`src/rtl/apb_value_bank_pkg.sv`:
```
// Shared register map, control/status bit positions and state encoding
// for the APB value bank.
package apb_value_bank_pkg;

    localparam logic [7:0] OFS_CTRL       = 8'h00;
    localparam logic [7:0] OFS_STATUS     = 8'h04;
    localparam logic [7:0] OFS_COMMIT_CNT = 8'h08;
    localparam logic [7:0] OFS_CH_BASE    = 8'h10;

    localparam int CTRL_AUTO_BIT   = 0;
    localparam int CTRL_COMMIT_BIT = 1;
    localparam int CTRL_CLEAR_BIT  = 2;

    localparam int STATUS_STB_BIT   = 0;
    localparam int STATUS_OVR_BIT   = 1;
    localparam int STATUS_CLAMP_BIT = 2;

    localparam int CNT_WIDTH = 16;

    typedef enum logic {
        ST_IDLE    = 1'b0,
        ST_PENDING = 1'b1
    } bank_state_e;

    typedef enum logic [1:0] {
        REG_CTRL,
        REG_STATUS,
        REG_CNT,
        REG_CH
    } reg_sel_e;

endpackage

```
`src/rtl/apb3_reg_decode.sv`:
```
// APB3 address decode and combinational read mux for the value bank.
// Only PADDR[7:0] participates; unaligned or out-of-range offsets are unmapped.
module apb3_reg_decode
    import apb_value_bank_pkg::*;
#(
    parameter int NUM_CH     = 3,
    parameter int VAL_WIDTH  = 20,
    parameter int ADDR_WIDTH = 16
) (
    input  logic [ADDR_WIDTH-1:0]       paddr,
    input  logic                        psel,
    input  logic                        penable,
    input  logic                        ctrlAuto,
    input  logic [2:0]                  statusBits,
    input  logic [CNT_WIDTH-1:0]        commitCnt,
    input  logic [NUM_CH*VAL_WIDTH-1:0] shadowFlat,
    output logic                        access,
    output logic                        mapped,
    output reg_sel_e                    regSel,
    output logic [3:0]                  chIdx,
    output logic [31:0]                 prdata
);

    logic [7:0]           offset;
    logic [7:0]           chOffset;
    logic [VAL_WIDTH-1:0] chVal;
    logic                 unusedAddrBits;

    assign access         = psel & penable;
    assign offset         = paddr[7:0];
    assign chOffset       = offset - OFS_CH_BASE;
    assign chIdx          = chOffset[5:2];
    assign unusedAddrBits = ^{paddr[ADDR_WIDTH-1:8], chOffset[1:0]};

    // NOTE: every output of a combinational block gets a default first, so no
    // path through the if/case leaves it holding its old value (a latch).
    always_comb begin
        regSel = REG_CTRL;
        mapped = 1'b0;
        if (offset[1:0] == 2'b00) begin
            if (offset == OFS_CTRL) begin
                regSel = REG_CTRL;
                mapped = 1'b1;
            end else if (offset == OFS_STATUS) begin
                regSel = REG_STATUS;
                mapped = 1'b1;
            end else if (offset == OFS_COMMIT_CNT) begin
                regSel = REG_CNT;
                mapped = 1'b1;
            end else if (offset >= OFS_CH_BASE && chOffset[7:6] == 2'b00
                         && {1'b0, chIdx} < 5'(NUM_CH)) begin
                regSel = REG_CH;
                mapped = 1'b1;
            end
        end
    end

    always_comb begin
        chVal = '0;
        for (int i = 0; i < NUM_CH; i++) begin
            if (chIdx == 4'(i)) chVal = shadowFlat[i*VAL_WIDTH +: VAL_WIDTH];
        end

        // Read data is driven only during a mapped access cycle.
        prdata = '0;
        if (access && mapped) begin
            case (regSel)
                REG_CTRL:   prdata[CTRL_AUTO_BIT] = ctrlAuto;
                REG_STATUS: prdata[2:0] = statusBits;
                REG_CNT:    prdata[CNT_WIDTH-1:0] = commitCnt;
                REG_CH:     prdata = 32'(chVal);
                default:    prdata = '0;
            endcase
        end
    end

endmodule

```
`src/rtl/apb_value_bank.sv`:
```
// APB3 bank of clamped shadow values committed as a set to val_flat, with a
// strobe/acknowledge handshake, overrun and clamp sticky flags and a commit counter.
module apb_value_bank
    import apb_value_bank_pkg::*;
#(
    parameter int          NUM_CH     = 3,
    parameter int          VAL_WIDTH  = 20,
    parameter logic [31:0] MAX_VAL    = 32'((64'd1 << VAL_WIDTH) - 64'd1),
    parameter int          ADDR_WIDTH = 16
) (
    input  logic                        io_systemClk,
    input  logic                        io_asyncReset,
    input  logic [ADDR_WIDTH-1:0]       PADDR,
    input  logic                        PSEL,
    input  logic                        PENABLE,
    input  logic                        PWRITE,
    input  logic [31:0]                 PWDATA,
    output logic [31:0]                 PRDATA,
    output logic                        PREADY,
    output logic                        PSLVERROR,
    output logic [NUM_CH*VAL_WIDTH-1:0] val_flat,
    output logic                        val_stb,
    input  logic                        val_ack
);

    bank_state_e state, stateNext;

    logic [VAL_WIDTH-1:0]        shadow     [NUM_CH];
    logic [VAL_WIDTH-1:0]        shadowNext [NUM_CH];
    logic [NUM_CH*VAL_WIDTH-1:0] shadowFlat;
    logic [NUM_CH*VAL_WIDTH-1:0] commitFlat;

    logic                 ctrlAuto;
    logic                 ovr;
    logic                 clamp;
    logic [CNT_WIDTH-1:0] commitCnt;
    logic [2:0]           statusBits;

    logic                 access;
    logic                 mapped;
    reg_sel_e             regSel;
    logic [3:0]           chIdx;

    logic                 wrEn;
    logic                 ctrlWr;
    logic                 statusWr;
    logic                 chWr;
    logic                 overMax;
    logic                 commit;
    logic                 clear;
    logic                 ovrSet;
    logic                 clampSet;
    logic [VAL_WIDTH-1:0] clampedVal;

    apb3_reg_decode #(
        .NUM_CH     (NUM_CH),
        .VAL_WIDTH  (VAL_WIDTH),
        .ADDR_WIDTH (ADDR_WIDTH)
    ) u_decode (
        .paddr      (PADDR),
        .psel       (PSEL),
        .penable    (PENABLE),
        .ctrlAuto   (ctrlAuto),
        .statusBits (statusBits),
        .commitCnt  (commitCnt),
        .shadowFlat (shadowFlat),
        .access     (access),
        .mapped     (mapped),
        .regSel     (regSel),
        .chIdx      (chIdx),
        .prdata     (PRDATA)
    );

    assign PREADY     = 1'b1;
    assign PSLVERROR  = access & ~mapped;
    assign statusBits = {clamp, ovr, val_stb};

    assign wrEn     = access & mapped & PWRITE;
    assign ctrlWr   = wrEn && (regSel == REG_CTRL);
    assign statusWr = wrEn && (regSel == REG_STATUS);
    assign chWr     = wrEn && (regSel == REG_CH);

    assign overMax    = PWDATA > MAX_VAL;
    assign clampedVal = overMax ? MAX_VAL[VAL_WIDTH-1:0] : PWDATA[VAL_WIDTH-1:0];

    // AUTO commits on the last channel, so the committed set must include
    // the value being written in that same cycle.
    assign commit   = (ctrlWr & PWDATA[CTRL_COMMIT_BIT])
                    | (ctrlAuto & chWr & (chIdx == 4'(NUM_CH - 1)));
    assign clear    = ctrlWr & PWDATA[CTRL_CLEAR_BIT];
    assign ovrSet   = commit & (state == ST_PENDING) & ~val_ack;
    assign clampSet = chWr & overMax;

    always_comb begin
        shadowFlat = '0;
        commitFlat = '0;
        for (int i = 0; i < NUM_CH; i++) begin
            shadowNext[i] = shadow[i];
            if (chWr && chIdx == 4'(i)) shadowNext[i] = clampedVal;
            shadowFlat[i*VAL_WIDTH +: VAL_WIDTH] = shadow[i];
            commitFlat[i*VAL_WIDTH +: VAL_WIDTH] = shadowNext[i];
        end
    end

    // NOTE: sequential state uses non-blocking assignments so every flop
    // samples pre-edge values regardless of statement order.
    // NOTE: the shadows are a handful of flops rather than a RAM, so they
    // take part in the asynchronous reset like every other register.
    always_ff @(posedge io_systemClk or posedge io_asyncReset) begin
        if (io_asyncReset) begin
            for (int i = 0; i < NUM_CH; i++) shadow[i] <= '0;
            val_flat  <= '0;
            commitCnt <= '0;
            ctrlAuto  <= 1'b0;
            ovr       <= 1'b0;
            clamp     <= 1'b0;
        end else begin
            // CLEAR only zeroes the shadows; a simultaneous commit already
            // captured their pre-clear contents via commitFlat.
            for (int i = 0; i < NUM_CH; i++) shadow[i] <= clear ? '0 : shadowNext[i];
            if (commit) begin
                val_flat  <= commitFlat;
                commitCnt <= commitCnt + 16'd1;
            end
            if (ctrlWr) ctrlAuto <= PWDATA[CTRL_AUTO_BIT];
            ovr   <= ovrSet   | (ovr   & ~(statusWr & PWDATA[STATUS_OVR_BIT]));
            clamp <= clampSet | (clamp & ~(statusWr & PWDATA[STATUS_CLAMP_BIT]));
        end
    end

    always_ff @(posedge io_systemClk or posedge io_asyncReset) begin
        if (io_asyncReset) state <= ST_IDLE;
        else               state <= stateNext;
    end

    always_comb begin
        stateNext = state;
        val_stb   = 1'b0;
        case (state)
            ST_IDLE: begin
                if (commit) stateNext = ST_PENDING;
            end
            ST_PENDING: begin
                val_stb = 1'b1;
                if (!commit && val_ack) stateNext = ST_IDLE;
            end
            default: stateNext = ST_IDLE;
        endcase
    end

endmodule

```
`config.mk`:
```
export PLATFORM = sky130hd
export DESIGN_NAME = apb_value_bank
export DESIGN_NICKNAME = d
export VERILOG_FILES = /design/src/rtl/apb_value_bank_pkg.sv /design/src/rtl/apb3_reg_decode.sv /design/src/rtl/apb_value_bank.sv
export SDC_FILE = /design/constraint.sdc
export NUM_CORES = 1
export LEC_CHECK = 0
export ABC_AREA = 1
export BUFFER_PORTS_ARGS = -buffer_cell sky130_fd_sc_hd__buf_4
export CAP_MARGIN = 0
export CORE_MARGIN = 1.5
export CORE_UTILIZATION = 55
export DETAILED_ROUTE_END_ITERATION = 10
export PLACE_DENSITY = 0.83
export SETUP_SLACK_MARGIN = 0.02
export SLEW_MARGIN = 30
export SYNTH_ARGS = -nofsm -noshare
export SYNTH_HDL_FRONTEND = slang
export SYNTH_SLANG_ARGS = --single-unit
```
`constraint.sdc`:
```
create_clock -name io_systemClk -period 6.6 [get_ports io_systemClk]
set_clock_uncertainty 0.05 [all_clocks]
set_input_delay 1.32 -clock io_systemClk [delete_from_list [all_inputs] [get_ports io_systemClk]]
set_output_delay 1.32 -clock io_systemClk [all_outputs]
set_load 0.02 [all_outputs]
```
# Yosys cells after proc, flatten, opt, wreduce, memory -nomap -nowiden
# Index checks and enable logic that the tools add are counted.
# op_classes
n_mux	29
order_cmp	3
n_eq_ne	7
bitwise	23
reduce_logical	16
add_sub_neg	2
# op_table
cell	count
2-to-1 mux 20 bit	10
greater-than comparator 32 x 20 -> 1 bit (second input constant)	1
2-to-1 mux 32 bit	1
one-hot mux 13 bit (2 select lines)	1
adder 16 x 1 -> 16 bit (second input constant)	1
AND 1 bit	15
logical AND 1 bit	10
2-to-1 mux 2 bit	5
equality test 8 x 3 -> 1 bit (second input constant)	1
equality test 8 x 4 -> 1 bit (second input constant)	1
greater-or-equal comparator 8 x 5 -> 1 bit (second input constant)	1
logical NOT 8 bit	1
2-to-1 mux 1 bit	8
subtractor 8 x 5 -> 8 bit (second input constant)	1
logical NOT 2 bit	3
one-hot mux 2 bit (3 select lines)	1
NOT 1 bit	5
equality test 2 bit (second input constant)	2
equality test 4 x 1 -> 1 bit (second input constant)	1
equality test 4 x 2 -> 1 bit (second input constant)	1
logical NOT 4 bit	1
less-than comparator 4 x 2 -> 1 bit (second input constant)	1
2-to-1 mux 4 bit	1
one-hot mux 1 bit (4 select lines)	1
4 further kinds	6
# totals
register_bits	140
out_inout_bits	95
input_bits	54
elab_cells	89

# Longest topological paths before layout
# Gate-level depths: netlist of the first run.
# depth
ltp_word	19
ltp_mapped	13
ltp_nobuf	12

# Cells and area by module
# Synthesis of the first run repeated with hierarchy kept, for this count alone.
# hier_totals
hier_cells	1026
hier_area_um2	7512.2
# modules_own_cells
mod	cells_each	n_inst	seq_area_each_um2	area_each_um2
apb_value_bank	817	1	3503.4	6417.4
apb3_reg_decode	209	1	0.0	1094.8

# Least setup slack after synthesis of the first run
# No wires, ideal clock.
# synth_timing
path_type	input-to-output
from	input port PADDR[4]
to	output port PRDATA[0]
stages	9
t_arrival_ns	2.696
required_ns	5.230
path_buffers	1
slack_ns	2.534
path_cell_list	inv_2 > nor2_4 > inv_1 > nor2_1 > inv_1 > clkbuf_1 > nor2_1 > o21ai_0 > a31oi_1
# synth_via
elab_chain_len	12
word_cells_on_any_way	32
classes_between	add/sub: 1; order compare: 2; eq/ne: 7; mux: 15; reduce/logical: 7
# synth_rtl
element	line_no	source
start: declaration	apb_value_bank.sv:13	input logic [ADDR_WIDTH-1:0] PADDR,
parallel branches: the longest is 11 deep, another holds subtractor 8 x 5 -> 8 bit	-	
2-to-1 mux 32 bit (*)	apb3_reg_decode.sv:66	if (access && mapped) begin
end: declaration	apb_value_bank.sv:18	output logic [31:0] PRDATA,
# Mark *: on every way between the ends.

# Worst setup path in the final report of the first run
# layout_timing
from	input port PADDR[5]
to	output port PRDATA[11]
# layout_via
elab_chain_len	12
word_cells_on_any_way	30
classes_between	add/sub: 1; order compare: 2; eq/ne: 6; mux: 15; reduce/logical: 6
# layout_rtl
element	line_no
parallel branches: the longest is 11 deep, another holds subtractor 8 x 5 -> 8 bit	-
2-to-1 mux 32 bit (*)	apb3_reg_decode.sv:66
# Marked as above.

==> reports/metrics.cfg, run 1 <==
[detailed_routing]
post_drt_wl_per_cell_um=17.0
drt-vias-per-instance=5.69
drt-pass1-iter-count=7
first_iter_violations=788
totalWireLength_um=21700
met1_length_um=8620
ant_nets=0
wl_met3_um=1970
drc=0
routed.top_layer=met4
met2_length_um=10100
vias=7245

[worst_setup_path]
timing.rr.end=val_flat[6]$_DFFE_PP0P_
cp.depth=10
cp_common_cell=buf_4
r2r-start=ctrlAuto$_DFFE_PP0N_
cpMaxStageDelayCell=inv_1
cp_cell_sequence=buf_4, nor2_4, inv_1, nor2_2, buf_4, inv_1, nor2_1, o21ai_0, a21oi_1, buf_4
critPathCaptureType=output port
worstPathMaxFanout=33
crit_path_start=PADDR[5]
cp_top_family=buffers and inverters
slowest_delay_ns=0.50
crit_buf_inv=5
required_ns=5.23
worst_ep_arrival_time_ns=3.54
start_kind=input port
path_class=in -> out
endpoint=PRDATA[11]
r2r_cells=5
r2r_slack_ns=4.67

[yosys]
async_reset_ff_frac=1.00
synthTopCellsByArea=dfrtp_1, nand2_1, nand3_1
syn_avg_cell_area_sq_um=7.70
synth_top_area_frac=0.459
yosys.area.top_type=dfrtp_1
post-synth-top-count-cell=nand2_1
ys_ff_latch=140
ys.flop_type=dfrtp_1
netlist_top_cells_count=nand2_1, nand3_1, dfrtp_1
seq_area_frac_synth=0.459
syn_area_sq_um=7630
synth_warnings=0
synth_edf_count=0
yosysUniqueCellTypes=31
postSynthCellCount=991

[sta]
finalCritPeriodShare=0.743
holdWs_ns=0.458
rsz0062_at_grt=no
setup_tns_ns=0
tightest_slew_ns=0.923
hold_viol=0
drv_slew=0
fin_ws_ns=1.69
post-route-min-period_ns=4.91
slew_headroom=0.384
max_freq_ghz=0.204
setup-violations-final=0

[job]
max_cap_viol_count=0

[pwr]
ir_drop_mv=0.177
power_density_nw_per_um2=246
p_leak_uw=0.00463

[finish]
nets=1139
seq_area_sq_um=3500
drive_above_1_share=0.193
fin_util=0.689
syn_to_final_growth_pct=21.0
antenna_cells=0
n_fill_cell=1139
fin_cells=1273
multi_input_area_sq_um=3490

[grt]
grt_use_total=0.307
grt_pass1_wl_um=34700
antenna_found_initial=0
grt_pass1_vias=6948
grt_max_degree=91
grt-ovfl-total=0

[status]
status=completed

[place]
numPortBuffers=127
dp.cells=1241
hpwl_um=14300
gp_congestion=0.923
pre_cts_ws_ns=1.82

[clock_network]
cts_resized=0
root_buffer=clkbuf_16
cts.htree.levels=4
cts_max_path_buffers=2
clk_pin_slew_ns=0.06
hold_buffers=0
numCtsBuffers=17
cts_tree=yes
cts_setup_buffers=0
clock_latency_ns=0.43
cts_sinks=140

[floorplan]
die_y_um=121
start_util=0.569
design.core.area_sq_um=13400
num_io_pins=149
die_w_um=121
placementRows=42
dieArea_sq_um=14600

[min_path]
hold_depth=2
min_path_type=reg -> reg

-- through the flow --
step / power [uW] / cell area [sq um]
finish: 2270 / 9230
global route: 2350 / 9230
CTS: 2280 / 9230
detailed placement: 1220 / 8580
global placement: 1210 / 8580
floorplan: 1120 / 7670
-- placed cells by master (no fill, tap or decap), drive strengths merged, types with 5 or more instances in the layout --
cell	netlist	layout
o22ai	14	14
o21bai	60	60
bufinv	0	5
inv	82	84
a21oi	71	71
o221ai	6	6
or2	19	19
conb	2	13
clkbuf	35	18
nand2	268	268
nor2	54	54
a22oi	6	6
dfrtp	140	140
nand3	151	151
xnor2	8	8
buf	42	140
o21ai	17	17
xor2	6	6
-- power breakdown --
| group | internal, uW | switching [uW] | leakage, uW |
|---|---|---|---|
| combinational | 107 | 159 | 0.00266 |
| clock | 681 | 384 | 0.000309 |
| sequential | 915 | 25.8 | 0.00165 |
-- per-layer routing --
metal / vias up / global-route usage
li1: 3406 / -
met1: 3399 / 0.404
met2: 371 / 0.485
met3: 69 / 0.0580
met4: 0 / 0.158
met5: - / 0
-- final cells by class --
type,instances,area share
Timing Repair Buffer,140,0.114
Clock buffer,18,0.0476
Sequential cell,140,0.379
Inverter,82,0.0339
Tap cell,176,0.0238
Clock inverter,14,0.0234
Multi-Input combinational cell,703,0.378
-- sequential cells by signal, indices dropped and copies added (netlist names) --
register and count:
clamp 1, val_flat 60, commitCnt 16, ovr 1
shadow 60, state 1, ctrlAuto 1
-- worst reg2reg max path: cells and delay by family (launching register included) --
family                 cells  cell delay [ns]
buffers and inverters      1             0.45
AND/OR/NAND/NOR            4             0.94
flip-flops                 1             0.43
-- kinds of logic (layout without fill, tap and decap cells) --
logic type	after synthesis	after routing	synth area share
and+or+nand+nor	498	498	0.289
AOI/OAI and AO/OA	177	177	0.143
buffers and inverters	159	254	0.0900
other	2	13	0.000984
DFF	140	140	0.459
xor gates and xnor gates	14	14	0.0161
adders and majority gates	1	1	0.00164
-- how the worst min path moves through the flow --
stage	from	to	slack, ns
after floorplan	ovr$_DFF_PP0_	ovr$_DFF_PP0_	0.42
after global placement	clamp$_DFF_PP0_	clamp$_DFF_PP0_	0.44
after detailed placement	val_flat[55]$_DFFE_PP0P_	val_flat[55]$_DFFE_PP0P_	0.45
after CTS	val_flat[43]$_DFFE_PP0P_	val_flat[43]$_DFFE_PP0P_	0.46
after global routing	val_flat[37]$_DFFE_PP0P_	val_flat[37]$_DFFE_PP0P_	0.48
final	val_flat[17]$_DFFE_PP0P_	val_flat[17]$_DFFE_PP0P_	0.46
(Power assumes the default switching activity.)
==> inputs of run 2 (changes only) <==
==> constraint.sdc (replaced) <==
create_clock -name io_systemClk -period 4.8 [get_ports io_systemClk]
set_clock_uncertainty 0.05 [all_clocks]
set_input_delay 0.96 -clock io_systemClk [delete_from_list [all_inputs] [get_ports io_systemClk]]
set_output_delay 0.96 -clock io_systemClk [all_outputs]
set_load 0.02 [all_outputs]
==> run 2 against run 1 <==
  * Core utilization is 0.22 points lower
  * Sequential share of layout area is 0.12 points higher
  * Count of clock-buffer cells in the layout stayed put
  * Non-clock buffer count is 5 higher
  * Wire length is 0.52% higher
  * Via count is 0.43% lower
  * Total power is 30% higher
  * First-iteration DRC count is 0.63% lower
  * Worst setup slack worse by 0.89 ns
  * Cell area is 0.33% lower
  * Combinational power is 37% higher
  * Highest routed layer unchanged
==> reports/metrics.cfg, run 2 (synthesis gave the netlist of run 1 again) <==
[clock_network]
numCtsBuffers=17  ; unchanged
cts_setup_buffers=0  ; unchanged
cts_max_path_buffers=2  ; unchanged
hold_buffers=0  ; unchanged
cts_sinks=140  ; unchanged
root_buffer=clkbuf_16  ; unchanged
cts.htree.levels=4  ; unchanged
clk_pin_slew_ns=0.06  ; about the same
cts_tree=yes  ; unchanged
clock_latency_ns=0.42  ; was 0.43 ns
cts_resized=0  ; unchanged

[finish]
layout_commonest_cell=nand2_1  ; unchanged
multi_input_area_sq_um=3490  ; unchanged
fin_util=0.687  ; was 0.689
drive_above_1_share=0.196  ; was 0.193
top_regs=shadow x60, val_flat x60, commitCnt x16  ; unchanged
syn_to_final_growth_pct=20.6  ; was 21.0%
antenna_cells=0  ; unchanged
design_area_sq_um=9200  ; was 9230 sq um
nets=1144  ; was 1139
n_fill_cell=1124  ; was 1139
seq_area_sq_um=3500  ; unchanged
final_cell_mix=nand2_1, nand3_1, buf_4  ; was nand2_1, nand3_1, dfrtp_1, buf_4, inv_1

[detailed_routing]
vias=7214  ; was 7245
totalWireLength_um=21800  ; was 21700 um
first_iter_violations=783  ; was 788
drt-vias-per-instance=5.64  ; was 5.69
ant_nets=0  ; unchanged
drt-pass1-iter-count=5  ; was 7
post_drt_wl_per_cell_um=17.0  ; about the same
drc=0  ; unchanged

[pwr]
p_int_uw=2170  ; was 1700 uW
power_frac_comb=0.124  ; was 0.117
p_clk_frac=0.437  ; was 0.469
p_leak_uw=0.00461  ; was 0.00463 uW
power_density_nw_per_um2=320  ; was 246 nW/um^2
power.switching_uw=777  ; was 569 uW
ir_drop_mv=0.235  ; was 0.177 mV
seqPwrFrac=0.439  ; was 0.414
p_sw_frac=0.264  ; was 0.250

[min_path]
min_path_type=reg -> reg  ; unchanged
min_from=val_flat[23]$_DFFE_PP0P_  ; was val_flat[17]$_DFFE_PP0P_

[grt]
grt_pass1_wl_um=34900  ; was 34700 um
grt_use_total=0.308  ; was 0.307
grt-ovfl-total=0  ; unchanged
antenna_found_initial=0  ; unchanged
grt_pass1_vias=6906  ; was 6948
grt_max_degree=64  ; was 91

[sta]
max_freq_ghz=0.250
drv_slew=0  ; unchanged
rsz0062_at_grt=no  ; unchanged
slew_headroom=0.361  ; was 0.384
setup_tns_ns=0  ; unchanged
hold_viol=0  ; unchanged
fin_ws_ns=0.800  ; was 1.69 ns
setup-violations-final=0  ; unchanged
tightest_slew_ns=0.958  ; was 0.923 ns
finalCritPeriodShare=0.833
post-route-min-period_ns=4.00

[worst_setup_path]
r2r-start=ctrlAuto$_DFFE_PP0N_  ; unchanged
critPathCaptureType=output port  ; unchanged
path_class=in -> out  ; unchanged
required_ns=3.79  ; was 5.23 ns
r2r_cells=5  ; unchanged
worstPathMaxFanout=17  ; was 33
start_kind=input port  ; unchanged
cp_cell_sequence=buf_4, nor2_4, nand2_1, buf_4, o22ai_1, o21ai_0, a21oi_1, buf_4  ; was buf_4, nor2_4, inv_1, nor2_2, buf_4, inv_1, nor2_1, o21ai_0, a21oi_1, buf_4
cp_common_cell=buf_4  ; unchanged
timing.rr.end=state$_DFF_PP0_  ; was val_flat[6]$_DFFE_PP0P_
crit_path_start=PADDR[5]  ; unchanged
slowest_delay_ns=0.46  ; was 0.50 ns
worst_ep_arrival_time_ns=2.99  ; was 3.54 ns
endpoint=PRDATA[6]  ; was PRDATA[11]
r2r_slack_ns=2.91  ; was 4.67 ns
cpMaxStageDelayCell=nand2_1  ; was inv_1

[floorplan]
placementRows=42  ; unchanged
dieArea_sq_um=14600  ; unchanged
design.core.area_sq_um=13400  ; unchanged
die_y_um=121  ; unchanged
num_io_pins=149  ; unchanged
die_w_um=121  ; unchanged
start_util=0.569  ; unchanged

[place]
hpwl_um=14600  ; was 14300 um
numPortBuffers=127  ; unchanged
gp_congestion=0.936  ; was 0.923
pre_cts_ws_ns=0.932  ; was 1.82 ns
dpl-instance-area_sq_um=8630  ; was 8580 sq um

[status]
status=completed  ; unchanged

[job]
max_cap_viol_count=0  ; unchanged

## run 2: changes by cell type in the layout (fill, tap and decap cells not counted), sizes merged
cell	delta
inv	-1
buf	+5
clkinv	+2
clkinvlp	+2
bufinv	-3
## run 2: worst max-delay path, delay by kind of cell
family,cells,cell delay (ns)
buffers and inverters,3,0.68
AO/OA/AOI/OAI,3,0.70
AND/OR/NAND/NOR,2,0.63
## run 2: worst min path at each step
stage / end / slack [ns] / depth (start not counted)
after floorplan: ovr$_DFF_PP0_ / 0.42 / 2
after global placement: clamp$_DFF_PP0_ / 0.44 / 2
after detailed placement: val_flat[24]$_DFFE_PP0P_ / 0.45 / 2
after CTS: clamp$_DFF_PP0_ / 0.46 / 2
after global routing: val_flat[25]$_DFFE_PP0P_ / 0.47 / 2
final: val_flat[23]$_DFFE_PP0P_ / 0.46 / 2
## run 2: power groups by stage
stage	combinational, uW	clock (uW)	sequential (uW)
final	367	1290	1290
after global routing	403	1340	1300
after CTS	368	1300	1290
after detailed placement	365	0	1310
after global placement	358	0	1310
after floorplan	183	0	1360
## run 2: area by class of cell
| class | instances | share of cell area |
|---|---|---|
| Clock buffer | 18 | 0.0466 |
| Clock inverter | 14 | 0.0159 |
| Inverter | 82 | 0.0340 |
| Multi-Input combinational cell | 703 | 0.379 |
| Sequential cell | 140 | 0.381 |
| Tap cell | 176 | 0.0239 |
| Timing Repair Buffer | 145 | 0.120 |
## run 2: metal layers
layer	routed length [um]	track usage	up-vias
li1	-	-	3415
met1	8620	0.409	3361
met2	10300	0.486	378
met3	2070	0.0708	60
met4	802	0.132	0
met5	0	0	-
## run 2: stage by stage
step                instances  hold WS (ns)  power (uW)
floorplan                1002         0.420        1540
global placement         1246         0.441        1670
detailed placement       1246         0.445        1680
CTS                      1278         0.460        2960
global route             1278         0.469        3050
finish                   1278         0.457        2950
